[config.mk]
export PLATFORM = sky130hd
export DESIGN_NAME = muldiv_unit
export DESIGN_NICKNAME = d
export VERILOG_FILES = /design/src/rtl/muldiv_unit.sv
export SDC_FILE = /design/constraint.sdc
export NUM_CORES = 2
export LEC_CHECK = 0
export ABC_CLOCK_PERIOD_IN_PS = 9250
export BUFFER_PORTS_ARGS = -buffer_cell sky130_fd_sc_hd__buf_2
export CORE_UTILIZATION = 30
export DETAILED_ROUTE_END_ITERATION = 12
export RECOVER_POWER = 100
export SYNTH_ARGS = -nofsm -noshare
export SYNTH_HDL_FRONTEND = slang
export SYNTH_SLANG_ARGS = --single-unit
[constraint.sdc]
create_clock -name clk -period 9.25 [get_ports clk]
set_input_delay 0.4625 -clock clk [delete_from_list [all_inputs] [get_ports clk]]
set_output_delay 0.4625 -clock clk [all_outputs]
set_load 0.05 [all_outputs]
[src/rtl/muldiv_unit.sv]
// RV M-extension execute unit: fixed-latency multiplier beside an
// iterative restoring divider, one operation in flight.
module muldiv_unit #(
    parameter int XLEN       = 32,
    parameter int MUL_STAGES = 2,
    parameter int DIV_RADIX  = 1
) (
    input  logic            clk,
    input  logic            rst,
    input  logic            enabled,
    input  logic [2:0]      op,
    input  logic [XLEN-1:0] rs1,
    input  logic [XLEN-1:0] rs2,
    output logic            ready,
    output logic            completed,
    output logic [XLEN-1:0] result
);

    localparam int DIV_ITERS = XLEN / DIV_RADIX;
    localparam int CNT_MAX   = (DIV_ITERS > MUL_STAGES) ? DIV_ITERS - 1
                                                        : MUL_STAGES - 1;
    localparam int CNT_W     = (CNT_MAX > 0) ? $clog2(CNT_MAX + 1) : 1;

    localparam logic [CNT_W-1:0] MUL_INIT = CNT_W'(MUL_STAGES - 1);
    localparam logic [CNT_W-1:0] DIV_INIT = CNT_W'(DIV_ITERS - 1);

    if (MUL_STAGES < 1) begin : g_bad_mul_stages
        $error("muldiv_unit: MUL_STAGES must be >= 1");
    end

    if (!(DIV_RADIX == 1 || DIV_RADIX == 2 || DIV_RADIX == 4) ||
        (XLEN % DIV_RADIX) != 0) begin : g_bad_div_radix
        $error("muldiv_unit: DIV_RADIX must be 1, 2 or 4 and divide XLEN");
    end

    if (XLEN != 32 && XLEN != 64) begin : g_bad_xlen
        $error("muldiv_unit: XLEN must be 32 or 64");
    end

    typedef enum logic [1:0] {
        S_IDLE,
        S_MUL,
        S_DIV_CALC,
        S_DIV_FIX
    } state_t;

    state_t            r_state;
    state_t            w_state_nxt;
    logic [CNT_W-1:0]  r_cnt;
    logic [1:0]        r_op;
    logic [XLEN-1:0]   r_a;
    logic [XLEN-1:0]   r_b;
    logic [XLEN-1:0]   r_dvs;
    logic [XLEN-1:0]   r_quo;
    logic [XLEN-1:0]   r_rem;
    logic [XLEN-1:0]   r_result;
    logic              r_completed;

    assign completed = r_completed;
    assign result    = r_result;

    // ---------------------------------------------------------------
    // Control FSM
    // ---------------------------------------------------------------
    always_ff @(posedge clk) begin
        if (rst) begin
            r_state <= S_IDLE;
        end else begin
            r_state <= w_state_nxt;
        end
    end

    always_comb begin
        w_state_nxt = r_state;
        ready       = 1'b0;
        unique case (r_state)
            S_IDLE: begin
                ready = 1'b1;
                if (enabled) begin
                    w_state_nxt = op[2] ? S_DIV_CALC : S_MUL;
                end
            end
            S_MUL: begin
                if (r_cnt == '0) begin
                    w_state_nxt = S_IDLE;
                end
            end
            S_DIV_CALC: begin
                if (r_cnt == '0) begin
                    w_state_nxt = S_DIV_FIX;
                end
            end
            S_DIV_FIX: begin
                w_state_nxt = S_IDLE;
            end
            default: begin
                w_state_nxt = S_IDLE;
            end
        endcase
    end

    // ---------------------------------------------------------------
    // Operand magnitudes captured at accept (signed DIV/REM only)
    // ---------------------------------------------------------------
    logic            w_in_sgn;
    logic [XLEN-1:0] w_abs1;
    logic [XLEN-1:0] w_abs2;

    assign w_in_sgn = ~op[0];
    assign w_abs1   = (w_in_sgn & rs1[XLEN-1]) ? -rs1 : rs1;
    assign w_abs2   = (w_in_sgn & rs2[XLEN-1]) ? -rs2 : rs2;

    // ---------------------------------------------------------------
    // Multiplier: operands extended per signedness, low 2*XLEN kept
    // ---------------------------------------------------------------
    logic              w_a_sgn;
    logic              w_b_sgn;
    logic [2*XLEN-1:0] w_ma;
    logic [2*XLEN-1:0] w_mb;
    logic [2*XLEN-1:0] w_prod;
    logic [XLEN-1:0]   w_mul_res;

    assign w_a_sgn   = (r_op != 2'b11);
    assign w_b_sgn   = ~r_op[1];
    assign w_ma      = {{XLEN{w_a_sgn & r_a[XLEN-1]}}, r_a};
    assign w_mb      = {{XLEN{w_b_sgn & r_b[XLEN-1]}}, r_b};
    assign w_prod    = w_ma * w_mb;
    assign w_mul_res = (r_op == 2'b00) ? w_prod[XLEN-1:0]
                                       : w_prod[2*XLEN-1:XLEN];

    // ---------------------------------------------------------------
    // Restoring divide: DIV_RADIX quotient bits per cycle
    // ---------------------------------------------------------------
    logic [XLEN:0]   w_trial;
    logic            w_ge;
    logic [XLEN-1:0] w_sub;
    logic [XLEN-1:0] w_quo_n;
    logic [XLEN-1:0] w_rem_n;

    always_comb begin
        w_trial = '0;
        w_ge    = 1'b0;
        w_sub   = '0;
        w_quo_n = r_quo;
        w_rem_n = r_rem;
        for (int i = 0; i < DIV_RADIX; i++) begin
            w_trial = {w_rem_n, w_quo_n[XLEN-1]};
            // A set top bit means the trial already exceeds any divisor.
            w_ge    = w_trial[XLEN] | (w_trial[XLEN-1:0] >= r_dvs);
            w_sub   = w_trial[XLEN-1:0] - r_dvs;
            w_quo_n = {w_quo_n[XLEN-2:0], w_ge};
            w_rem_n = w_ge ? w_sub : w_trial[XLEN-1:0];
        end
    end

    // ---------------------------------------------------------------
    // Sign fix-up and RISC-V special cases
    // ---------------------------------------------------------------
    logic            w_dsgn;
    logic            w_qneg;
    logic            w_rneg;
    logic            w_dz;
    logic [XLEN-1:0] w_q_fix;
    logic [XLEN-1:0] w_r_fix;
    logic [XLEN-1:0] w_div_res;

    assign w_dsgn    = ~r_op[0];
    assign w_qneg    = w_dsgn & (r_a[XLEN-1] ^ r_b[XLEN-1]);
    assign w_rneg    = w_dsgn & r_a[XLEN-1];
    assign w_dz      = (r_b == '0);
    assign w_q_fix   = w_dz ? '1 : (w_qneg ? -r_quo : r_quo);
    assign w_r_fix   = w_dz ? r_a : (w_rneg ? -r_rem : r_rem);
    assign w_div_res = r_op[1] ? w_r_fix : w_q_fix;

    // ---------------------------------------------------------------
    // Datapath registers
    // ---------------------------------------------------------------
    always_ff @(posedge clk) begin
        if (rst) begin
            r_cnt       <= '0;
            r_op        <= '0;
            r_a         <= '0;
            r_b         <= '0;
            r_dvs       <= '0;
            r_quo       <= '0;
            r_rem       <= '0;
            r_result    <= '0;
            r_completed <= 1'b0;
        end else begin
            r_completed <= 1'b0;
            unique case (r_state)
                S_IDLE: begin
                    if (enabled) begin
                        r_op  <= op[1:0];
                        r_a   <= rs1;
                        r_b   <= rs2;
                        r_dvs <= w_abs2;
                        r_quo <= w_abs1;
                        r_rem <= '0;
                        r_cnt <= op[2] ? DIV_INIT : MUL_INIT;
                    end
                end
                S_MUL: begin
                    if (r_cnt == '0) begin
                        r_result    <= w_mul_res;
                        r_completed <= 1'b1;
                    end else begin
                        r_cnt <= r_cnt - 1'b1;
                    end
                end
                S_DIV_CALC: begin
                    r_quo <= w_quo_n;
                    r_rem <= w_rem_n;
                    if (r_cnt != '0) begin
                        r_cnt <= r_cnt - 1'b1;
                    end
                end
                S_DIV_FIX: begin
                    r_result    <= w_div_res;
                    r_completed <= 1'b1;
                end
                default: begin
                end
            endcase
        end
    end

endmodule

==> metrics.md <==
| Metric | Value |
|---|---|
| WP data arrival | about 9.5 ns |
| Post-DP HPWL | roughly 130 mm |
| CTS tree | built |
| Pwr per Cell Area | 213 nW/um2 |
| First-pass GRT wire length | around 250 mm |
| Die Y | 414 um |
| Worst vdd ir | just under 0.0002 V |
| Final WL | roughly 160 mm |
| Post-synth EDFFs | 0 |
| Clk root buf | clkbuf_16 |
| Initial antenna violation count | 10 |
| Starting Density | slightly above 30% |
| Dpl cell area | 53900 um2 |
| Core box area | between 150000 and 200000 um2 |
| Hold path start | rs1[30] |
| R2R Path Start | r_a[13] |
| Failing checks | capacitance limit, slew limit |
| Logic pwr share | between 70% and 80% |
| Io pins | 104 |
| Syn Inst Count | 5989 |
| Leakage | between 0.02 and 0.03 uW |
| Fmax | 111 MHz |
| Final non-filler cell area | around 55000 um2 |
| Area grow syn2layout | 7.00% |
| Worst Hold Depth | 3 |
| Total global routing overflow | 0 |
| Pin count of the biggest net entering global routing | between 80 and 90 |
| Post-synthesis sequential area ratio | about 8% |
| Post-synthesis sequential element count | around 200 |
| RSZ-0062 raised after global routing | false |
| Vias in the first global route | 42700 |
| Max Cap Viol | 4 |
| R2R setup slack | 0.22 ns |
| CP Depth | 25 |
| DRC viols | 0 |
| Setup_tns | 0 ns |
| Post CTS Setup Buffer Count | 0 |
| Die area | 172000 um2 |
| GRT Overall Usage | 18.7% |
| Sequential share of power | 12.1% |
| Site row count | between 150 and 200 |
| Most frequent cells in the layout | inv_1 (1166), fa_1 (1126), nand2_1 (1078) |
| Max-slew headroom at the worst pin | -121% |
| Sink Count | 201 |
| # hold bufs at CTS | 0 |
| TritonRoute pass-1 iters | 6 |
| Crit Path Class | reg2reg |
| CP top delay family | adder cells |
| CP Capture Type | flip-flop |
| Status | complete, but fails checks |
| # resized after CTS | 0 |
| Worst Hold End | r_a[30] |
| Clk buf depth | 3 |
| Clk network pwr share | ~8.8% |
| Setup ws final | 0.221 ns |
| CTS H-tree lvls | 1 |
| Synth cell types | 93 |
| Most common flop cell mapped by yosys | dfxtp_1 |
| Min Tclk post-route | roughly 9.0 ns |
| Share of layout cells above drive strength 1 | 4.85% |
| Worst slew pin tran | about 3.3 ns |
| DRT antenna net count | 0 |
| Final GP Congestion | ~1 |
| Switching portion of total power | approximately 60% |
| Fin crit share | between 90% and 100% |
| Setup crit start kind | flip-flop |
| Drt wl/cell | approximately 20 um |
| Clock Skews | about 0.020 ns |
| Final nets | roughly 7300 |
| Most used cell, CP | fa_1 |
| Int Pwr | 4780 uW |
| Critical path's largest stage delay | 1.11 ns |
| IO Port Bufs | just over 100 |
| Sw Pwr | around 7000 uW |
| Reg2Reg Capture Point | result[13] |
| Worst-path clk slew | about 0.07 ns |
| Largest fanout on the critical path | 20 |
| CP required | about 9.7 ns |
| Final setup vio count | 0 |
| Syn_area_per_cell | 8.52 um2 |
| Synthesis warning total | 0 |
| Initial DRC Count | ~3200 |
| Vias | 40700 |
| Register-to-Register Path Depth | 25 |
| Hold slack | 0.163 ns |
| Syn_nets | 7441 |
| Crit path buf inv count | 5 |
| Max-slew violation count | just over 200 |
| Final Hold Viols | 0 |
| Die W | between 400 and 500 um |
| Synthesized area | 51000 um2 |
| Total CTS buffers | 25 |
| DR vias/cell | 5.03 |
| Slowest-stage cell, CP | dfxtp_1 |
| Min-delay worst type | in2reg |
| Clock Latency Late Sink | about 0.57 ns |
| Post-place setup slack | 0.128 ns |
| Async S/R FF share, synth | 0% |
| Commonest non-fill, non-tap cell in the layout | inv_1 |
==> power by group through the flow <==
stage | Clock (uW) | Sequential, uW | Combinational (uW)
floorplan | 0 | 1270 | 6150
CTS | 1030 | 1390 | 9110
detailed placement | 0 | 1400 | 9060
global route | 1060 | 1410 | 10100
finish | 1030 | 1400 | 9180
global placement | 0 | 1400 | 9000
==> Yosys cell counts (all sizes together), types with 7 or more instances <==
| cell type | number | area (um2) |
|---|---|---|
| a32oi | 7 | 61.3 |
| clkbuf | 350 | 1320 |
| and3 | 12 | 75.1 |
| a311oi | 10 | 87.6 |
| xor2 | 82 | 718 |
| o41ai | 9 | 86.3 |
| o211ai | 26 | 195 |
| or3 | 24 | 158 |
| dfxtp | 201 | 4020 |
| o21bai | 16 | 120 |
| nand2 | 1079 | 4050 |
| a21o | 41 | 308 |
| o21ai | 170 | 866 |
| o22ai | 10 | 62.6 |
| nand2b | 24 | 150 |
| nand3 | 26 | 135 |
| a221oi | 14 | 123 |
| o21a | 10 | 75.1 |
| nor2b | 7 | 43.8 |
| fa | 1126 | 22500 |
| and2 | 365 | 2280 |
| a31oi | 22 | 153 |
| mux2i | 16 | 160 |
| nor3 | 47 | 274 |
| nor2 | 186 | 698 |
| xnor2 | 124 | 1090 |
| buf | 27 | 131 |
| inv | 1166 | 4380 |
| nand4 | 13 | 96.3 |
| o31ai | 21 | 163 |
| a22oi | 16 | 120 |
| nor4 | 24 | 220 |
| a21oi | 302 | 1520 |
| a211oi | 52 | 400 |
| or2 | 17 | 109 |
| ha | 256 | 3200 |
| or4 | 12 | 105 |
==> worst max path at each step <==
stage	slack, ns	end	from
2_1_floorplan	0.53	result[30]	r_a[31]
3_3_place_gp	0.13	result[13]	r_a[10]
3_5_place_dp	0.13	result[13]	r_a[10]
4_1_cts	0.1	result[13]	r_a[10]
5_1_grt	0.007	result[13]	r_a[13]
6_report	0.22	result[13]	r_a[13]
==> metrics by stage <==
| step | instances | total power, uW | utilization, % |
|---|---|---|---|
| floorplan | 5989 | 7420 | - |
| global placement | 8049 | 10400 | 31.9 |
| detailed placement | 8049 | 10500 | 31.9 |
| CTS | 8094 | 11500 | 32.4 |
| global route | 8097 | 12500 | 32.3 |
| finish | 8098 | 11600 | 32.3 |
==> routing by layer <==
| metal | part of all wire (%) | track usage, % | routed length, um |
|---|---|---|---|
| met1 | 41 | 24.5 | 66400 |
| met2 | 49 | 31.6 | 78300 |
| met4 | 4.3 | 7.45 | 7000 |
| met3 | 5.8 | 2.07 | 9280 |
| met5 | 0.015 | 0 | 24 |
==> cell type report <==
class                           instances  area, um2
Timing Repair Buffer                  219       1470
Antenna cell                            4       10.0
Multi-Input combinational cell       4243      41100
Fill cell                           17600     114000
Tap cell                             2218       2780
Sequential cell                       201       4030
Clock buffer                           36        727
Clock inverter                          9       83.8
Inverter                             1168       4380
==> tightest hold or removal path, cell delays in order <==
cell,delay [ns]
buf_2,0.11
nand2_1,0.05
a21oi_1,0.05
==> logic make-up after synthesis <==
kind of cell	share of synthesized area, %
AND/OR/NAND/NOR	16.8
AO/OA/AOI/OAI	9.57
adder cells (fa/ha/maj)	50.4
multiplexers	0.336
flip-flops	7.88
XOR/XNOR	3.53
buffers and inverters	11.4
==> registers in the layout (all words and copies together) (netlist names) <==
name	flops
completed	1
r_a	32
r_b	32
r_cnt	5
r_dvs	31
r_op	2
r_quo	32
r_rem	32
r_state	2
result	32
Power figures use the tool's default switching activity.
